File: src/rtl/uc_pkg.sv
// Shared types and encodings for the uc control unit.
// Optional HALT support is enabled with UC_HALT_EN.
package uc_pkg;

  typedef enum logic [1:0] {
    FETCH = 2'd0,
    EXEC  = 2'd1,
    HALT  = 2'd2
  } state_t;

  localparam logic [3:0] OP_LDI  = 4'b1000;
  localparam logic [3:0] OP_IN   = 4'b1001;
  localparam logic [3:0] OP_OUT  = 4'b1010;
  localparam logic [5:0] OP_JMP  = 6'b110000;
  localparam logic [5:0] OP_JZ   = 6'b110001;
  localparam logic [5:0] OP_JNZ  = 6'b110010;
  localparam logic [5:0] OP_HALT = 6'b111111;

  localparam logic [1:0] SEL_ALU   = 2'b00;
  localparam logic [1:0] SEL_PORT  = 2'b01;
  localparam logic [1:0] SEL_STACK = 2'b10;
  localparam logic [1:0] SEL_INM   = 2'b11;

  typedef struct packed {
    logic       pc_en;
    logic       s_inc;
    logic       we3;
    logic       wez;
    logic       s_we_port;
    logic [2:0] op_alu;
    logic [1:0] sel_inputs;
  } ctrl_t;

  localparam ctrl_t CTRL_IDLE = '{
    pc_en:      1'b0,
    s_inc:      1'b1,
    we3:        1'b0,
    wez:        1'b0,
    s_we_port:  1'b0,
    op_alu:     3'b000,
    sel_inputs: SEL_ALU
  };

endpackage

File: src/rtl/uc_decode.sv
// Combinational opcode/z to EXEC control-word decoder.
// HALT opcode recognised only when UC_HALT_EN is defined.
module uc_decode
  import uc_pkg::*;
(
  input  logic [5:0] opcode,
  input  logic       z,
  output ctrl_t      ctrl
);

  always_comb begin
    ctrl       = CTRL_IDLE;
    ctrl.pc_en = 1'b1;
    unique case (1'b1)
      !opcode[5]: begin
        ctrl.op_alu = opcode[4:2];
        ctrl.we3    = 1'b1;
        ctrl.wez    = 1'b1;
      end
      opcode[5:2] == OP_LDI: begin
        ctrl.we3        = 1'b1;
        ctrl.sel_inputs = SEL_INM;
      end
      opcode[5:2] == OP_IN: begin
        ctrl.we3        = 1'b1;
        ctrl.sel_inputs = SEL_PORT;
      end
      opcode[5:2] == OP_OUT: ctrl.s_we_port = 1'b1;
      opcode == OP_JMP: ctrl.s_inc = 1'b0;
      opcode == OP_JZ:  ctrl.s_inc = ~z;
      opcode == OP_JNZ: ctrl.s_inc = z;
`ifdef UC_HALT_EN
      opcode == OP_HALT: ctrl.pc_en = 1'b0;
`endif
      default: ;
    endcase
  end

endmodule

File: src/rtl/uc.sv
// Two-cycle FETCH/EXEC control unit with optional HALT state.
// HALT state is built only when UC_HALT_EN is defined.
module uc
  import uc_pkg::*;
(
  input  logic       clk,
  input  logic       reset,
  input  logic [5:0] opcode,
  input  logic       z,
  output logic       s_inc,
  output logic       pc_en,
  output logic       we3,
  output logic       wez,
  output logic       s_we_port,
  output logic [2:0] op_alu,
  output logic [1:0] sel_inputs,
  output logic       halted
);

  state_t state;
  ctrl_t  dec;
  ctrl_t  ctrl;

  uc_decode u_decode (
    .opcode (opcode),
    .z      (z),
    .ctrl   (dec)
  );

  always_ff @(posedge clk) begin
    if (reset) begin
      state <= FETCH;
    end else begin
      unique case (state)
        FETCH: state <= EXEC;
`ifdef UC_HALT_EN
        EXEC:  state <= dec.pc_en ? FETCH : HALT;
`else
        EXEC:  state <= FETCH;
`endif
        HALT:  state <= HALT;
        default: state <= FETCH;
      endcase
    end
  end

  // Decoded word only reaches the datapath during EXEC.
  always_comb begin
    ctrl = CTRL_IDLE;
    if (state == EXEC) ctrl = dec;
  end

  assign pc_en      = ctrl.pc_en;
  assign s_inc      = ctrl.s_inc;
  assign we3        = ctrl.we3;
  assign wez        = ctrl.wez;
  assign s_we_port  = ctrl.s_we_port;
  assign op_alu     = ctrl.op_alu;
  assign sel_inputs = ctrl.sel_inputs;

`ifdef UC_HALT_EN
  assign halted = (state == HALT);
`else
  assign halted = 1'b0;
`endif

endmodule

File: config.mk
export PLATFORM = sky130hd
export DESIGN_NAME = uc
export DESIGN_NICKNAME = d
export VERILOG_FILES = /design/src/rtl/uc_pkg.sv /design/src/rtl/uc_decode.sv /design/src/rtl/uc.sv
export SDC_FILE = /design/constraint.sdc
export NUM_CORES = 1
export LEC_CHECK = 0
export ABC_AREA = 1
export CAP_MARGIN = 20
export CORE_AREA = 2 2 39 41
export DETAILED_ROUTE_END_ITERATION = 12
export DIE_AREA = 0 0 41 43
export MAX_ROUTING_LAYER = met4
export PLACE_DENSITY_LB_ADDON = 0.1
export SYNTH_ARGS = -nofsm -noshare
export SYNTH_HDL_FRONTEND = slang
export SYNTH_HIERARCHICAL = 1
export SYNTH_SLANG_ARGS = --single-unit
File: constraint.sdc
create_clock -name clk -period 0.8 [get_ports clk]
set_input_delay 0.2 -clock clk [delete_from_list [all_inputs] [get_ports clk]]
set_output_delay 0.2 -clock clk [all_outputs]
set_load 0.02 [all_outputs]
==> results of run 1 <==
==> through the flow <==
step,cells,TNS [ns],hold slack [ns]
3_3_place_gp,91,-10.45,0.451
3_5_place_dp,91,-10.37,0.448
2_1_floorplan,55,-0.575,0.264
4_1_cts,96,-3.58,0.453
5_1_grt,96,-3.91,0.504
6_report,96,-3.47,0.457
==> worst paths after layout <==
path | from | to | cells after the start | slack (ns)
hold / removal | state[1]$_SDFF_PP0_ | state[1]$_SDFF_PP0_ | 2 | 0.46
hold reg to reg | state[1]$_SDFF_PP0_ | state[1]$_SDFF_PP0_ | 2 | 0.46
setup reg to reg | state[0]$_SDFF_PP0_ | state[0]$_SDFF_PP0_ | 4 | 0.08
setup / recovery | state[1]$_SDFF_PP0_ | s_inc | 4 | -0.37
==> what timing repair did <==
item,in CTS,in global routing
gates cloned,1,0
buffers inserted,1,0
pin swaps,9,1
setup endpoints to repair,10,12
resized for setup,83,4
==> power breakdown <==
part           internal [W]  switching, W  total [W]  leakage [nW]
Combinational      0.000119      0.000135   0.000254         0.286
Clock              0.000165     0.0000557   0.000221        0.0138
Sequential         0.000104    0.00000977   0.000114        0.0175
Total              0.000388      0.000200   0.000588         0.317
==> routing by layer <==
layer | vias to the layer above | global-route usage (%) | wire [um]
met3 | 0 | 3.14 | 44
li1 | 198 | - | -
met1 | 144 | 12.5 | 303
met5 | - | - | 0
met4 | 0 | 2.00 | 0
met2 | 12 | 12.5 | 317
==> cells in the final DEF, fill, tap and decap left out, types with 2 or more instances in the layout <==
cell type,count
sky130_fd_sc_hd__nand2_4,2
sky130_fd_sc_hd__dlygate4sd2_1,3
sky130_fd_sc_hd__nor2_2,2
sky130_fd_sc_hd__inv_1,13
sky130_fd_sc_hd__inv_2,2
sky130_fd_sc_hd__nand2_1,8
sky130_fd_sc_hd__buf_6,14
sky130_fd_sc_hd__conb_1,2
sky130_fd_sc_hd__clkdlybuf4s15_2,2
sky130_fd_sc_hd__nor2_1,6
sky130_fd_sc_hd__nor2_4,10
sky130_fd_sc_hd__clkbuf_4,3
==> kinds of logic (layout without fill, tap and decap cells) <==
group,Yosys count,after routing,share of synthesized area (%)
AO/OA/AOI/OAI,1,1,1.97
other,2,2,2.96
flip-flops,2,2,15.8
AND/OR/NAND/NOR,30,31,46.8
buffers and inverters,20,44,32.5
==> area by class of cell <==
| cell class | instances | area (sq um) | area share, % |
|---|---|---|---|
| sequential | 2 | 45.0 | 6.84 |
| inverter | 18 | 90.1 | 13.7 |
| tap | 16 | 20.0 | 3.04 |
| timing repair buffer | 23 | 234 | 35.6 |
| clock buffer | 3 | 22.5 | 3.42 |
| multi-input combinational | 34 | 246 | 37.5 |
==> critical path, stage by stage (launching register included) <==
cell                       delay [ns]
sky130_fd_sc_hd__dfxtp_2         0.32
sky130_fd_sc_hd__inv_4           0.10
sky130_fd_sc_hd__buf_6           0.10
sky130_fd_sc_hd__nand3b_1        0.08
sky130_fd_sc_hd__buf_6           0.14
==> out/results.env, run 1 <==
GRT_MAX_DEGREE=6
SYNTH_WARNINGS=6
FILLERS=141
FINAL_LAYOUT_SIZE_SUFFIX_GT1_SHARE_PCT=56.3
PLACE_WS_NS=-1.12
DIE_OUTLINE_AREA_SQ_UM=1760
MIN_PERIOD_OVER_PERIOD_PCT=146
GRT_FIRST_PASS_WIRELENGTH_UM=1080
DETAILROUTE.VIA_COUNT=354
NUMPORTBUFFERS=18
SYNTH_COMMON_CELLS='sky130_fd_sc_hd__nor2_1, sky130_fd_sc_hd__inv_1, sky130_fd_sc_hd__nand2_1'
CLKLATENCYLATEPIN_NS=0.22
NUMCLOCKSINKS=2
TOP_FANOUT_VALUE_ON_THE_CRITICAL_PATH=3
SYN_NETS=64
STATUS='finished with violations'
LARGEST_REGISTER_FF_COUNT=2
FINALSETUPVIOLCOUNT=10
DRT.ANTENNA.VIOLATING_NETS=0
DRT-VIAS-PER-INSTANCE=3.69
TIMING.FMAX_GHz=0.857
SYNTH_MOST_COMMON_CELL='sky130_fd_sc_hd__nor2_1'
DRT_ITER0_DRC=4
RSZ0062_AT_GRT='yes'
FAILED_CHECKS='setup timing'
SYNTH.FF_LATCH_COUNT=2
CRITPATHLAUNCHTYPE='flip-flop'
POSTSYNTH.TOPFLOPCELL='sky130_fd_sc_hd__dfxtp_1'
SYNTH.LARGEST_AREA_CELL='sky130_fd_sc_hd__nor2_1'
REGISTERS.TOP_BY_FF_COUNT='state'
SYNTH.AREA.TOP_CELLS='sky130_fd_sc_hd__nor2_1, sky130_fd_sc_hd__inv_1, sky130_fd_sc_hd__dfxtp_1'
WORST_HOLD_PATH_TYPE='reg2reg'
POWER.IR.VDD_WORST_mV=0.670
WORSTSETUPPATHTYPE='reg2out'
MAXCAPVIOLATIONS=0
FLOORPLAN.CORE_AREA_SQ_UM=1380
PLACE.DETAILED.HPWL_UM=532
VIAS_IN_THE_FIRST_GLOBAL_ROUTE=275
YS_ASYNC_SR_FRACTION_PCT=0
GR-USAGE-ALL-LAYERS_PCT=9.03
DIE_HEIGHT_UM=43
TOTAL_LEAKAGE_POWER_nW=0.317
DIODES=0
SYNTH_LARGEST_TYPE_AREA_FRACTION_PCT=26.6
DIE_X_UM=41
PLACEMENT_ROWS=14
FINISH.INSTANCE_AREA_SQ_UM=658
ROUTED_WIRELENGTH_UM=665
NUMBER_OF_FLOPS_MAPPED_TO_ENABLE_CELLS_BY_YOSYS=0
START_UTIL_PCT=18.4
NUMBER_OF_ANTENNA_VIOLATIONS_AT_THE_FIRST_CHECK_IN_GLOBAL_ROUTING=0
CTSROOTBUFFERMASTER='sky130_fd_sc_hd__clkbuf_4'
TRITONCTS.NUM_BUFFERS=3
TRITONCTS='done'
POWER_DENSITY_nW_PER_UM2=894
AVGROUTEDWIREPERCELL_UM=6.93
WORST-ENDPOINT-REQUIRED_NS=0.60
CTS_HOLD_BUF=0
POST-ROUTE-UTIL_PCT=47.6
WORST_EP_ARRIVAL_TIME_NS=0.97
SYN_INST=55
LAYOUT-AREA-OVERHEAD-VS-SYNTH_PCT=159
LAYOUT.NETS=91
PERIOD_NEEDED_NS=1.17
NUMBER_OF_LEVELS_IN_THE_CLOCK_H_TREE=1
SYNTH.CELL_AREA_SQ_UM=254
SYN_AREA_PER_CELL_SQ_UM=4.62
DRT_FIRST_PASS_ITERS=4
FINAL_COUNT_OF_HOLD_TIMING_VIOLATIONS=0
DETAILED_PLACE.AREA_SQ_UM=583
FINAL.SETUP.WORST_SLACK_NS=-0.367
CTS_MAX_PATH_BUFFERS=2
GP_CONGESTION=0.737
GRT_REMAINING_OVERFLOW=0
LARGEST_REGISTERS='state: 2 flops'
YOSYSUNIQUECELLTYPES=10
CRITPATHCAPTURETYPE='primary output'
MAXSLEWVIOLCOUNT=0
TOTALPOWERFINAL_W=0.000588
DRC=0
CLOCK_SKEW_NS=0.000795
IOPINCOUNT=20
CTS.REPORTEDPATHS.CLKPINSLEW_NS=0.03
SEQ_TOTAL_AREA_YOSYS_PCT=15.8
No activity file was read; power rests on OpenSTA's default activity.
==> inputs of run 2 (changes only) <==
clock period = 0.98 ns   (was 0.8 ns; I/O delays follow)
==> run 2 against run 1 <==
  * Critical path depth unchanged
  * Worst hold slack got worse by 0.0072 ns
  * Via count down 0.56%
  * Setup slack better by 0.17 ns
  * Final area is 20% lower
  * Clock-buffer cell count unchanged
  * Largest cell class is now buffers
  * The flow still finishes with violations (setup timing)
  * Core utilization shrank 9.4 points
  * Power fell by 29%
  * Register-to-register slack gained 0.17 ns
  * Final cell count fell by 1.0%
==> out/results.env, run 2 (synthesized netlist as in run 1, its figures left out) <==
STATUS='finished with violations'
CTSROOTBUFFERMASTER='sky130_fd_sc_hd__clkbuf_4'
FAILED_CHECKS='setup timing'
PLACE_WS_NS=-1.00
REGISTERS.TOP_BY_FF_COUNT='state'
DIE_X_UM=41
CLOCK_NETWORK_POWER_SHARE_PCT=42.3
CRIT_FAMILY='flip-flops'
LAYOUT.CELLS.MOST_COMMON='sky130_fd_sc_hd__inv_1'
FLOORPLAN.CORE_AREA_SQ_UM=1380
LAYOUT-AREA-OVERHEAD-VS-SYNTH_PCT=108
POWER.NET_SWITCHING_W=0.000124
IOPINCOUNT=20
TRITONCTS.NUM_BUFFERS=3
CELL_INTERNAL_POWER_DISSIPATION_W=0.000291
GRT_MAX_DEGREE=10
WORST-ENDPOINT-REQUIRED_NS=0.73
WORST_EP_ARRIVAL_TIME_NS=0.93
AVGROUTEDWIREPERCELL_UM=6.00
PLACEMENT_ROWS=14
GRT_FIRST_PASS_WIRELENGTH_UM=1010
MULTI_INPUT_COMB_AREA_SQ_UM=170
DRT_FIRST_PASS_ITERS=2
DRT-VIAS-PER-INSTANCE=3.71
GR-USAGE-ALL-LAYERS_PCT=9.03
GP_CONGESTION=0.630
POWER_DENSITY_nW_PER_UM2=786
PERIOD_NEEDED_NS=1.18
SWSHARE_PCT=30.0
CRIT_TOP_CELL='sky130_fd_sc_hd__buf_6'
FINAL_COUNT_OF_HOLD_TIMING_VIOLATIONS=0
DRC=0
CRITPATHCAPTURETYPE='primary output'
TOTAL_LEAKAGE_POWER_nW=0.291
ROUTED_WIRELENGTH_UM=570
RSZ0062_AT_GRT='yes'
FINAL_LAYOUT_SIZE_SUFFIX_GT1_SHARE_PCT=50.6
GRT_REMAINING_OVERFLOW=0
DRT_ITER0_DRC=3
LAYOUT_COMMON_CELLS='sky130_fd_sc_hd__inv_1, sky130_fd_sc_hd__nor2_1'
CLOCK_SKEW_NS=0.000392
MIN_PERIOD_OVER_PERIOD_PCT=120
CLKLATENCYLATEPIN_NS=0.22
FINAL_TOTAL_NEGATIVE_SETUP_SLACK_NS=-1.85
FINALSETUPVIOLCOUNT=10
TIMING.FMAX_GHz=0.848
POWER.IR.VDD_WORST_mV=0.569
START_UTIL_PCT=18.4
NUMBER_OF_LEVELS_IN_THE_CLOCK_H_TREE=1
FILLERS=166
POST-ROUTE-UTIL_PCT=38.2
CTS_HOLD_BUF=0
LARGEST_REGISTERS='state: 2 flops'
MAXCAPVIOLATIONS=0
CRITICAL_PATH.N_BUFFERS_INVERTERS=3
DIE_HEIGHT_UM=43
TOP_FANOUT_VALUE_ON_THE_CRITICAL_PATH=2
NUMPORTBUFFERS=18
DIODES=0
POWER.SHARE.COMBINATIONAL_PCT=36.2
DETAILROUTE.VIA_COUNT=352
LARGEST_REGISTER_FF_COUNT=2
TIMING.CRITICAL_PATH.SLOWEST_STAGE_CELL='sky130_fd_sc_hd__dfxtp_2'
CTS.REPORTEDPATHS.CLKPINSLEW_NS=0.03
PLACE.DETAILED.HPWL_UM=458
NUMBER_OF_ANTENNA_VIOLATIONS_AT_THE_FIRST_CHECK_IN_GLOBAL_ROUTING=0
SHARE_SEQ_OF_TOTAL_POWER_PCT=21.5
FINAL-SEQ-AREA_SQ_UM=45.0
CTS_MAX_PATH_BUFFERS=2
MAXSLEWVIOLCOUNT=0
DRT.ANTENNA.VIOLATING_NETS=0
DIE_OUTLINE_AREA_SQ_UM=1760
NUMCLOCKSINKS=2
FINAL.SETUP.WORST_SLACK_NS=-0.199
CRITPATHLAUNCHTYPE='flip-flop'
TRITONCTS='done'
VIAS_IN_THE_FIRST_GLOBAL_ROUTE=281
WORSTSETUPPATHTYPE='reg2out'
CRITPATHMAXSTAGEDELAY_NS=0.32
WORST_HOLD_PATH_TYPE='reg2reg'
LAYOUT.NETS=90
CRIT_PATH_CELL_TRACE='inv_4 > buf_6 > nand3b_1 > buf_6'
-- run 2: cell count changes in the layout (fill, tap and decap cells not counted), moves of 2 or more --
cell / delta
sky130_fd_sc_hd__buf_6: -6
sky130_fd_sc_hd__nor2_2: +6
sky130_fd_sc_hd__clkdlybuf4s15_1: +2
sky130_fd_sc_hd__dlygate4sd2_1: -3
sky130_fd_sc_hd__nor2_4: -10
sky130_fd_sc_hd__buf_2: +2
sky130_fd_sc_hd__clkdlybuf4s15_2: -2
sky130_fd_sc_hd__buf_4: +7
sky130_fd_sc_hd__nand2_4: -2
sky130_fd_sc_hd__nor2_1: +4
-- run 2: worst min-delay path, delay by kind of cell (launching register included) --
| kind | cells | cell delay, ns |
|---|---|---|
| and+or+nand+nor | 2 | 0.09 |
| DFF | 1 | 0.32 |
-- run 2: layer usage --
layer | up-vias | global-route usage, % | share of wire (%)
met5 | - | - | 0
met4 | 0 | 8.00 | 0
met3 | 0 | 3.14 | 7.5
met2 | 13 | 13.1 | 53
met1 | 143 | 8.95 | 39
li1 | 196 | - | -
-- run 2: final cells by class --
class | instances | area share [%]
repair buffers | 23 | 37.9
clock buffers | 3 | 4.27
flip-flops and latches | 2 | 8.53
well taps | 16 | 3.79
multi-input cells | 33 | 32.2
inverters | 18 | 13.3
-- run 2: final timing paths --
path	from	cells past startpoint	to	slack (ns)
max	state[1]$_SDFF_PP0_	4	s_inc	-0.20
min	state[1]$_SDFF_PP0_	2	state[1]$_SDFF_PP0_	0.45
max reg2reg	state[0]$_SDFF_PP0_	4	state[0]$_SDFF_PP0_	0.25
min reg2reg	state[1]$_SDFF_PP0_	2	state[1]$_SDFF_PP0_	0.45
-- run 2: per-stage QoR --
stage          total power (W)  cell area [sq um]  hold slack [ns]  std cells
3_5_place_dp          0.000233                469            0.442         90
4_1_cts               0.000419                488            0.439         95
5_1_grt               0.000467                528            0.464         95
3_3_place_gp          0.000234                469            0.446         90
2_1_floorplan         0.000161                262            0.317         55
6_report              0.000415                528            0.450         95
-- run 2: timing repair --
action | 4_1_cts | 5_1_grt
endpoints found under the setup margin | 10 | 10
buffers inserted | 2 | 0
resized for setup | 81 | 14
pin swaps | 5 | 1
-- run 2: power groups by stage --
stage	logic, W	registers, W	clock network (W)
after global routing	0.000169	0.0000899	0.000208
final	0.000150	0.0000894	0.000176
after detailed placement	0.000145	0.0000880	0
after floorplan	0.0000731	0.0000883	0
after CTS	0.000142	0.0000887	0.000188
after global placement	0.000146	0.0000880	0
==> inputs of run 3 (changes only) <==
PLACE_DENSITY = 0.54   (was not set)
PLACE_DENSITY_LB_ADDON = not set   (was 0.1)
==> run 3 against run 2 <==
  * The flow still finishes with violations (setup timing)
  * Wire length grew 18%
  * Sequential share of layout area fell by 0.37 points
  * Critical path depth is the same
  * First-iteration DRC count decreased by 67%
  * Power up 2.7%
  * Die area stayed put
  * Largest power group unchanged
  * Clock skew increased by 0.0024 ns
  * Combinational power rose by 8%
  * Largest cell class unchanged
==> out/results.env, run 3 (synthesized netlist as in run 1, its figures left out) <==
FAILED_CHECKS='setup timing'
NUMBER_OF_LEVELS_IN_THE_CLOCK_H_TREE=1
DIE_HEIGHT_UM=43
WORST-ENDPOINT-REQUIRED_NS=0.73
GR-MAX-USAGE-LAYER='met2'
FF2FF_SETUP_SLACK_NS=0.24
CLKLATENCYLATEPIN_NS=0.22
CLOCK_SKEW_NS=0.00284
CRIT_FAMILY='flip-flops'
CP_LAUNCH_POINT='state[1]$_SDFF_PP0_'
DETAILROUTE.VIA_COUNT=358
REGISTERS.TOP_BY_FF_COUNT='state'
FINAL_NON_FILLER_CELLS=96
RSZ0062_AT_GRT='yes'
CRITPATHCAPTURETYPE='primary output'
TOP_FANOUT_VALUE_ON_THE_CRITICAL_PATH=3
GRT_UTIL_MET3_PCT=2.09
VIAS_IN_THE_FIRST_GLOBAL_ROUTE=303
GRT_FIRST_PASS_WIRELENGTH_UM=1060
DETAILED_PLACE.AREA_SQ_UM=477
FINALSETUPVIOLCOUNT=10
POST-ROUTE-UTIL_PCT=39.9
MIN_DELAY_WORST_ENDPOINT='state[1]$_SDFF_PP0_'
GRT_REMAINING_OVERFLOW=0
FINAL_TOTAL_NEGATIVE_SETUP_SLACK_NS=-1.89
WORST_HOLD_PATH_TYPE='reg2reg'
MAXSLEWVIOLCOUNT=0
FINAL.SETUP.WORST_SLACK_NS=-0.203
CTS.REPORTEDPATHS.CLKPINSLEW_NS=0.03
TIMING.CRITICAL_PATH.SLOWEST_STAGE_CELL='sky130_fd_sc_hd__dfxtp_2'
FINAL_LAYOUT_SIZE_SUFFIX_GT1_SHARE_PCT=50.0
CLOCK_NETWORK_POWER_SHARE_PCT=40.9
POWER.IR.VDD_WORST_mV=0.590
LAYOUT_COMMON_CELLS='sky130_fd_sc_hd__inv_1, sky130_fd_sc_hd__nor2_1, sky130_fd_sc_hd__buf_6, sky130_fd_sc_hd__nand2_1, sky130_fd_sc_hd__buf_4'
LAYOUT.NETS=91
POWER.NET_SWITCHING_W=0.000130
FINAL_COUNT_OF_HOLD_TIMING_VIOLATIONS=0
TIMING.REG2REG.WORST_PATH_DEPTH=4
DRT_ITER0_DRC=1
WORST_EP_ARRIVAL_TIME_NS=0.94
STATUS='finished with violations'
LARGEST_REGISTER_FF_COUNT=2
CRITPATHLAUNCHTYPE='flip-flop'
CTS_MAX_PATH_BUFFERS=2
POWER.SHARE.COMBINATIONAL_PCT=37.9
START_UTIL_PCT=18.4
ROUTED_WIRELENGTH_UM=675
GR-USAGE-ALL-LAYERS_PCT=9.33
NUMBER_OF_ANTENNA_VIOLATIONS_AT_THE_FIRST_CHECK_IN_GLOBAL_ROUTING=0
CRITICAL_PATH.N_BUFFERS_INVERTERS=3
LAYOUT.CELLS.MOST_COMMON='sky130_fd_sc_hd__inv_1'
NUMCLOCKSINKS=2
DRT_FIRST_PASS_ITERS=2
POWER_DENSITY_nW_PER_UM2=773
DIE_X_UM=41
PLACE.DETAILED.HPWL_UM=482
GROUTE.LAYER.MET2.USAGE_PCT=13.1
SWSHARE_PCT=30.5
MAXCAPVIOLATIONS=0
WORSTHOLDPATHCELLS=2
WORSTSETUPPATHTYPE='reg2out'
DIE_OUTLINE_AREA_SQ_UM=1760
CTSROOTBUFFERMASTER='sky130_fd_sc_hd__clkbuf_4'
TRITONCTS='done'
TRITONCTS.NUM_BUFFERS=3
CELL_INTERNAL_POWER_DISSIPATION_W=0.000296
CRIT_PATH_CELL_TRACE='inv_4 > buf_6 > nand3b_1 > buf_6'
IOPINCOUNT=20
GRT_MAX_DEGREE=6
DRT.ANTENNA.VIOLATING_NETS=0
CRIT_TOP_CELL='sky130_fd_sc_hd__buf_6'
TIMING.FMAX_GHz=0.845
WORSTREG2REGSTART='state[0]$_SDFF_PP0_'
TOTAL_LEAKAGE_POWER_nW=0.296
MIN_PERIOD_OVER_PERIOD_PCT=121
CRITICAL_PATH_DEPTH=4
AVGROUTEDWIREPERCELL_UM=7.03
FLOORPLAN.CORE_AREA_SQ_UM=1380
NUMPORTBUFFERS=18
DRC=0
LAYOUT-AREA-OVERHEAD-VS-SYNTH_PCT=117
HOLD_START='state[1]$_SDFF_PP0_'
PLACEMENT_ROWS=14
LARGEST_REGISTERS='state: 2 flops'
PLACED_CELLS=91
DIODES=0
GP_CONGESTION=0.598
SHARE_SEQ_OF_TOTAL_POWER_PCT=21.2
PERIOD_NEEDED_NS=1.18
CRITPATHMAXSTAGEDELAY_NS=0.32
GRT.MET1_USAGE_PCT=10.5
CRITICAL_PATH.REG2REG.ENDPOINT='state[0]$_SDFF_PP0_'
FINISH.INSTANCE_AREA_SQ_UM=552
DRT-VIAS-PER-INSTANCE=3.73
run 3: cell count changes in the layout (fill, tap and decap cells not counted), sizes merged:
cell / before / now
nand2: 11 / 12
run 3: worst min-delay path: stages (launching register included):
cell and delay [ns]:
sky130_fd_sc_hd__dfxtp_2 0.32, sky130_fd_sc_hd__nand2_1 0.06, sky130_fd_sc_hd__nor2_1 0.03
run 3: layout make-up:
type | count | area, sq um
Clock buffer | 3 | 22.5
Inverter | 18 | 72.6
Sequential cell | 2 | 45.0
Fill cell | 160 | 832
Timing Repair Buffer | 23 | 206
Tap cell | 16 | 20.0
Multi-Input combinational cell | 34 | 185
run 3: layer usage:
metal  vias to the layer above  wire length [um]
li1                        199                 -
met1                       146               262
met2                        13               354
met3                         0                58
met4                         0                 0
met5                         -                 0
run 3: worst max path at each step:
| stage | to | slack, ns |
|---|---|---|
| global route | wez | -0.25 |
| finish | s_inc | -0.20 |
| detailed placement | sel_inputs[1] | -0.99 |
| CTS | s_inc | -0.22 |
| global placement | s_inc | -0.99 |
| floorplan | op_alu[0] | -0.04 |
run 3: power groups by stage:
stage | clock (W) | sequential, W | combinational (W)
5_1_grt | 0.000199 | 0.0000908 | 0.000178
2_1_floorplan | 0 | 0.0000883 | 0.0000731
3_5_place_dp | 0 | 0.0000880 | 0.000149
6_report | 0.000174 | 0.0000902 | 0.000162
4_1_cts | 0.000186 | 0.0000899 | 0.000157
3_3_place_gp | 0 | 0.0000880 | 0.000148
run 3: metrics by stage:
step / worst slack [ns] / power, W / hold WS [ns]
after CTS: -0.222 / 0.000433 / 0.460
after floorplan: -0.0363 / 0.000161 / 0.317
after detailed placement: -0.994 / 0.000237 / 0.449
after global routing: -0.251 / 0.000468 / 0.497
after global placement: -0.995 / 0.000236 / 0.445
final: -0.203 / 0.000426 / 0.454
run 3: what timing repair did:
action                     CTS  global route
setup buffers                1             0
gates cloned                 1             0
resized for setup           92             8
pin swaps                    7             3
hold buffers                 0             0
setup endpoints to repair   10            10
